File: src/rtl/bcd_scan_counter_if.sv
// Bus bundle for bcd_scan_counter: count controls in, BCD value and display scan out.
// The master side drives the controls; the slave side (the counter) returns its outputs.
interface bcd_scan_counter_if;
    logic        en;
    logic        up;
    logic        load;
    logic [15:0] load_val;
    logic [15:0] value;
    logic [3:0]  digit;
    logic [3:0]  an;
    logic        wrap;
    logic        load_err;

    modport master (
        output en, up, load, load_val,
        input  value, digit, an, wrap, load_err
    );

    modport slave (
        input  en, up, load, load_val,
        output value, digit, an, wrap, load_err
    );
endinterface

File: src/rtl/bcd_scan_counter.sv
// Four-digit BCD up/down counter with prescaled stepping, checked loads and a 4-position display scan.
// value/wrap/load_err/an are registered (1 cycle); digit is combinational from the scan position and value.
module bcd_scan_counter #(
    parameter int CNT_DIV  = 5000000,
    parameter int SCAN_DIV = 50000,
    parameter int LZ_BLANK = 0
) (
    input  logic              clk,
    input  logic              rst_n,
    bcd_scan_counter_if.slave bus
);

    localparam int CW = (CNT_DIV  > 1) ? $clog2(CNT_DIV)  : 1;
    localparam int SW = (SCAN_DIV > 1) ? $clog2(SCAN_DIV) : 1;
    localparam logic [CW-1:0] CNT_MAX  = CW'(CNT_DIV - 1);
    localparam logic [SW-1:0] SCAN_MAX = SW'(SCAN_DIV - 1);

    logic [CW-1:0] cnt_q,   cnt_d;
    logic [SW-1:0] scan_q,  scan_d;
    logic [1:0]    sel_q,   sel_d;
    logic [3:0]    an_q,    an_d;
    logic [15:0]   value_q, value_d;
    logic          wrap_q,  wrap_d;
    logic          lerr_q,  lerr_d;

    logic          step;
    logic          load_ok;
    logic [15:0]   inc_val;
    logic [15:0]   dec_val;
    logic [1:0]    hi_pos;
    logic [3:0]    digit_raw;
    logic          blank;

    assign step = bus.en && (cnt_q == CNT_MAX);

    always_comb begin : bcd_arith
        logic carry;
        logic borrow;
        carry   = 1'b1;
        borrow  = 1'b1;
        inc_val = value_q;
        dec_val = value_q;
        for (int i = 0; i < 4; i++) begin
            if (carry) begin
                if (value_q[4*i +: 4] == 4'd9) begin
                    inc_val[4*i +: 4] = 4'd0;
                end else begin
                    inc_val[4*i +: 4] = value_q[4*i +: 4] + 4'd1;
                    carry = 1'b0;
                end
            end
            if (borrow) begin
                if (value_q[4*i +: 4] == 4'd0) begin
                    dec_val[4*i +: 4] = 4'd9;
                end else begin
                    dec_val[4*i +: 4] = value_q[4*i +: 4] - 4'd1;
                    borrow = 1'b0;
                end
            end
        end
    end

    always_comb begin
        load_ok = 1'b1;
        for (int i = 0; i < 4; i++) begin
            if (bus.load_val[4*i +: 4] > 4'd9) begin
                load_ok = 1'b0;
            end
        end
    end

    // Any load, accepted or not, swallows a coincident step.
    always_comb begin
        cnt_d   = cnt_q;
        value_d = value_q;
        wrap_d  = 1'b0;
        lerr_d  = 1'b0;
        if (bus.load) begin
            if (load_ok) begin
                value_d = bus.load_val;
                cnt_d   = '0;
            end else begin
                lerr_d  = 1'b1;
            end
        end else if (bus.en) begin
            if (step) begin
                cnt_d   = '0;
                value_d = bus.up ? inc_val : dec_val;
                wrap_d  = bus.up ? (value_q == 16'h9999) : (value_q == 16'h0000);
            end else begin
                cnt_d   = cnt_q + CW'(1);
            end
        end
    end

    always_comb begin
        scan_d = scan_q + SW'(1);
        sel_d  = sel_q;
        if (scan_q == SCAN_MAX) begin
            scan_d = '0;
            sel_d  = sel_q + 2'd1;
        end
        an_d = ~(4'b0001 << sel_d);
    end

    always_ff @(posedge clk) begin
        if (!rst_n) begin
            cnt_q   <= '0;
            scan_q  <= '0;
            sel_q   <= 2'd0;
            an_q    <= 4'b1110;
            value_q <= 16'h0000;
            wrap_q  <= 1'b0;
            lerr_q  <= 1'b0;
        end else begin
            cnt_q   <= cnt_d;
            scan_q  <= scan_d;
            sel_q   <= sel_d;
            an_q    <= an_d;
            value_q <= value_d;
            wrap_q  <= wrap_d;
            lerr_q  <= lerr_d;
        end
    end

    // Highest nonzero position; an all-zero value still shows a single 0 in position 0.
    always_comb begin
        hi_pos = 2'd0;
        if (value_q[7:4]   != 4'd0) hi_pos = 2'd1;
        if (value_q[11:8]  != 4'd0) hi_pos = 2'd2;
        if (value_q[15:12] != 4'd0) hi_pos = 2'd3;
    end

    always_comb begin
        case (sel_q)
            2'd1:    digit_raw = value_q[7:4];
            2'd2:    digit_raw = value_q[11:8];
            2'd3:    digit_raw = value_q[15:12];
            default: digit_raw = value_q[3:0];
        endcase
    end

    assign blank = (LZ_BLANK != 0) && (sel_q > hi_pos);

    assign bus.value    = value_q;
    assign bus.digit    = blank ? 4'hF : digit_raw;
    assign bus.an       = an_q;
    assign bus.wrap     = wrap_q;
    assign bus.load_err = lerr_q;

endmodule

File: src/flat_wrapper.sv
// flat-port wrapper written by rule: the top's interface ports become plain ports
module bcd_scan_counter_flat 
#(
    parameter int CNT_DIV  = 5000000,
    parameter int SCAN_DIV = 50000,
    parameter int LZ_BLANK = 0
)
  (clk, rst_n, bus_en, bus_up, bus_load, bus_load_val, bus_value, bus_digit, bus_an, bus_wrap, bus_load_err);
  bcd_scan_counter_if bus_i ();
  input  logic clk;
  input  logic rst_n;
  input wire logic [$bits(bus_i.en)-1:0] bus_en;
  input wire logic [$bits(bus_i.up)-1:0] bus_up;
  input wire logic [$bits(bus_i.load)-1:0] bus_load;
  input wire logic [$bits(bus_i.load_val)-1:0] bus_load_val;
  output wire logic [$bits(bus_i.value)-1:0] bus_value;
  output wire logic [$bits(bus_i.digit)-1:0] bus_digit;
  output wire logic [$bits(bus_i.an)-1:0] bus_an;
  output wire logic [$bits(bus_i.wrap)-1:0] bus_wrap;
  output wire logic [$bits(bus_i.load_err)-1:0] bus_load_err;
  assign bus_i.en = bus_en;
  assign bus_i.up = bus_up;
  assign bus_i.load = bus_load;
  assign bus_i.load_val = bus_load_val;
  assign bus_value = bus_i.value;
  assign bus_digit = bus_i.digit;
  assign bus_an = bus_i.an;
  assign bus_wrap = bus_i.wrap;
  assign bus_load_err = bus_i.load_err;
  bcd_scan_counter #(.CNT_DIV(CNT_DIV), .SCAN_DIV(SCAN_DIV), .LZ_BLANK(LZ_BLANK)) u_core (.clk(clk), .rst_n(rst_n), .bus(bus_i));
endmodule
File: config.mk
export PLATFORM = sky130hd
export DESIGN_NAME = bcd_scan_counter_flat
export DESIGN_NICKNAME = d
export VERILOG_FILES = /design/src/rtl/bcd_scan_counter_if.sv /design/src/rtl/bcd_scan_counter.sv /design/src/flat_wrapper.sv
export SDC_FILE = /design/constraint.sdc
export NUM_CORES = 1
export LEC_CHECK = 0
export ABC_AREA = 1
export ABC_CLOCK_PERIOD_IN_PS = 4300
export BUFFER_PORTS_ARGS = -buffer_cell sky130_fd_sc_hd__buf_2
export CAP_MARGIN = 20
export CELL_PAD_IN_SITES_DETAIL_PLACEMENT = 1
export CELL_PAD_IN_SITES_GLOBAL_PLACEMENT = 1
export CORE_ASPECT_RATIO = 1.4
export CORE_MARGIN = 1
export CORE_UTILIZATION = 44
export DETAILED_ROUTE_END_ITERATION = 10
export PLACE_DENSITY_LB_ADDON = 0.08
export SETUP_SLACK_MARGIN = 0.05
export SLEW_MARGIN = 20
export SYNTH_ARGS = -nofsm -noshare
export SYNTH_HDL_FRONTEND = slang
export SYNTH_SLANG_ARGS = --single-unit
File: constraint.sdc
create_clock -name clk -period 4.3 [get_ports clk]
set_input_delay 1.075 -clock clk [delete_from_list [all_inputs] [get_ports clk]]
set_output_delay 1.075 -clock clk [all_outputs]
set_load 0.02 [all_outputs]
==> reports/metrics.csv <==
metric,value,unit
Mapped Cells,667,
RSZ-0062 raised after global routing,no,
TritonRoute pass-1 iters,4,
cell internal pwr,1207,uW
worst setup path category,register to output port,
Relative slew margins,0.5061,
r2r setup slk,2.28,ns
leakage,0.001958,uW
Area after DPL,4328,um2
hold_sp,u_core.scan_q[0]$_SDFF_PP0_,
FF-to-FF Start,u_core.cnt_q[0]$_SDFFE_PN0P_,
"FF+latch count, synth",63,
antenna violations before repair,0,
Syn-to-layout area delta,15.74,%
Clock power frac,0.523,
WP data arrival,1.70,ns
"Design Area, Final",4666,um2
gpl congestion,0.8945,
Logic pwr share,0.099,
placed cells,806,
I/O Buffers,46,
Max clock buf depth,2,
total global routing overflow,0,
detailed-route via count,4544,
Die Wd,82.90,um
largest net degree at the start of global routing,30,
Post-CTS Hold Fix Bufs,0,
Post-Syn Nets,694,
Startpoint Class,register,
reg2reg path depth,11,
hpwl dp,9677,um
post-cts sizing count,0,
Unique masters post-synth,36,
"Cell Area, Synth",4031,um2
run status,finished clean,
Antenna Nets Post-Route,0,
final hold violation count,0,
clock sink count,63,
syn_area_per_cell,6.044,um2
number of synthesized flops with an enable pin,0,
sequential cell area fraction in the yosys report,0.3128,
layout cells sized above 1,0.1189,
hold crit path type,register to register,
Achievable Freq,0.3609,GHz
worst-margin pin slew,0.7400,ns
postcts setup bufs,0,
reg-to-reg endpoint,u_core.bus.value[3]$_SDFFE_PN0P_,
Core Rows,41,
Layout Cells excl Fill,822,
H-Tree Depth,3,
Setup crit end kind,output port,
Tcrit/Tclk final,0.6444,
Initial DRC Count,124,
worst path required time,3.22,ns
sw frac,0.2509,
"Top FF cell, synth",dfxtp_1,
first-pass GRT wire length,21490,um
Fill cells,1253,
Clock transition at path regs,0.06,ns
I/O Pins,47,
root buffer selected by CTS,clkbuf_16,
Max Cap Viol,0,
nets,737,
min cycle time layout,2.771,ns
Final Skew,0.006141,ns
GR Util All Layers,0.2782,
maximum vdd drop,0.0002346,V
DRC,0,
drt wl/cell,15.70,um
Yosys warning total,0,
Sw Pwr,404.2,uW
vias in the first global route,4636,
hold depth,1,
CP max FO,4,
share of power burned in registers,0.377,
Synth async-reset ratio,0,
final setup vio count,0,
Core Region,8977,um2
drt total wl,12910,um
Vias/cell,5.528,
Die Area,9554,um2
utilization after layout,0.5197,
CTS tree,yes,
WHS Endpoint,u_core.scan_q[0]$_SDFF_PP0_,
Die Height,115.3,um
setup TNS,0,ns
P per Cell Area,345.3,nW/um2
max-slew violations,0,
# diodes,0,
worst skew pair latency,0.34,ns
overall power,1611,uW
CTS Buf Count,9,
Initial Utilization,0.4491,
[power by group through the flow]
stage	Sequential, uW	Clock [uW]	Combinational (uW)
after floorplan	624	0	102
after global placement	620	0	155
after detailed placement	621	0	159
after CTS	608	858	160
after global routing	610	883	178
final	608	843	160
[kinds of logic after synthesis]
kind of cell / after synthesis / share of synthesized area
AND/OR/NAND/NOR: 394 / 0.4199
AO/OA/AOI/OAI: 101 / 0.1372
buffers and inverters: 95 / 0.09404
flip-flops: 63 / 0.3128
XOR/XNOR: 8 / 0.01738
adder cells (fa/ha/maj): 6 / 0.01862
[per-stage QoR]
stage | hold slack, ns | worst slack [ns]
2_1_floorplan | 0.4176 | 1.980
3_3_place_gp | 0.4274 | 1.409
3_5_place_dp | 0.4479 | 1.323
4_1_cts | 0.4606 | 1.526
5_1_grt | 0.4845 | 1.358
6_report | 0.4518 | 1.529
[synth_stat cells, types with 2 or more instances]
cell type | count | area [um2]
nor2_2 | 6 | 37.54
nor2_4 | 3 | 33.78
a211oi_1 | 4 | 30.03
inv_1 | 77 | 289.0
nor2_1 | 111 | 416.7
buf_2 | 4 | 20.02
dfxtp_1 | 63 | 1261
clkbuf_2 | 2 | 10.01
or2_2 | 5 | 31.28
o211ai_1 | 5 | 37.54
a21oi_1 | 53 | 265.3
nand3_1 | 50 | 250.2
clkbuf_1 | 8 | 30.03
buf_6 | 2 | 22.52
o21ai_0 | 29 | 145.1
nand2_2 | 4 | 25.02
nor3_1 | 13 | 65.06
ha_1 | 6 | 75.07
o21a_1 | 3 | 22.52
o22ai_1 | 3 | 18.77
nand2_1 | 176 | 660.6
xor2_1 | 7 | 61.31
nand4_1 | 20 | 125.1
[worst max path at each step]
| stage | to | start | slack (ns) | cells past startpoint |
|---|---|---|---|---|
| floorplan | bus_digit[0] | u_core.sel_q[0]$_SDFF_PN0_ | 1.98 | 5 |
| global placement | u_core.bus.value[3]$_SDFFE_PN0P_ | bus_load | 1.41 | 8 |
| detailed placement | u_core.bus.value[3]$_SDFFE_PN0P_ | bus_load | 1.32 | 8 |
| CTS | bus_digit[1] | u_core.sel_q[0]$_SDFF_PN0_ | 1.53 | 7 |
| global route | bus_digit[2] | u_core.sel_q[0]$_SDFF_PN0_ | 1.36 | 7 |
| finish | bus_digit[1] | u_core.sel_q[0]$_SDFF_PN0_ | 1.53 | 7 |
[sequential cells by signal (all words and copies together) (netlist names)]
name and flops:
u_core.bus.wrap 1, u_core.sel_q 2, u_core.cnt_q 23, u_core.scan_q 16, u_core.bus.an 4, u_core.bus.value 16
u_core.bus.load_err 1
[metal layers]
layer / up-vias / track usage / share of wire
li1: 2243 / - / -
met1: 2175 / 0.3015 / 0.41
met2: 94 / 0.5235 / 0.53
met3: 32 / 0.04164 / 0.032
met4: 0 / 0.1437 / 0.033
met5: - / 0 / 0
[layout make-up]
| class | count | area [um2] | area share |
|---|---|---|---|
| multi-input combinational | 509 | 2391 | 0.5125 |
| sequential | 63 | 1261 | 0.2703 |
| inverter | 79 | 296.5 | 0.06356 |
| timing repair buffer | 48 | 245.2 | 0.05256 |
| clock buffer | 10 | 229.0 | 0.04907 |
| tap | 107 | 133.9 | 0.02869 |
| clock inverter | 6 | 108.9 | 0.02333 |
[worst max-delay path, cell delays in order (launching register included)]
cell,delay [ns]
dfxtp_1,0.40
inv_1,0.09
ha_1,0.23
inv_1,0.09
o22ai_1,0.11
a211oi_1,0.20
a21oi_1,0.07
buf_2,0.17
[cells in the final DEF (no fill, tap or decap), drive strengths merged, types with 3 or more instances in the layout]
cell,synthesis,final
a211oi,4,4
a21oi,53,53
buf,6,48
bufinv,0,3
clkbuf,10,10
clkinv,1,4
dfxtp,63,63
ha,6,6
inv,78,78
nand2,180,180
nand3,51,51
nand4,20,20
nor2,120,120
nor3,14,14
o211ai,5,5
o21a,3,3
o21ai,29,29
o22ai,3,3
or2,5,5
xor2,7,7
(Power assumes the default switching activity.)
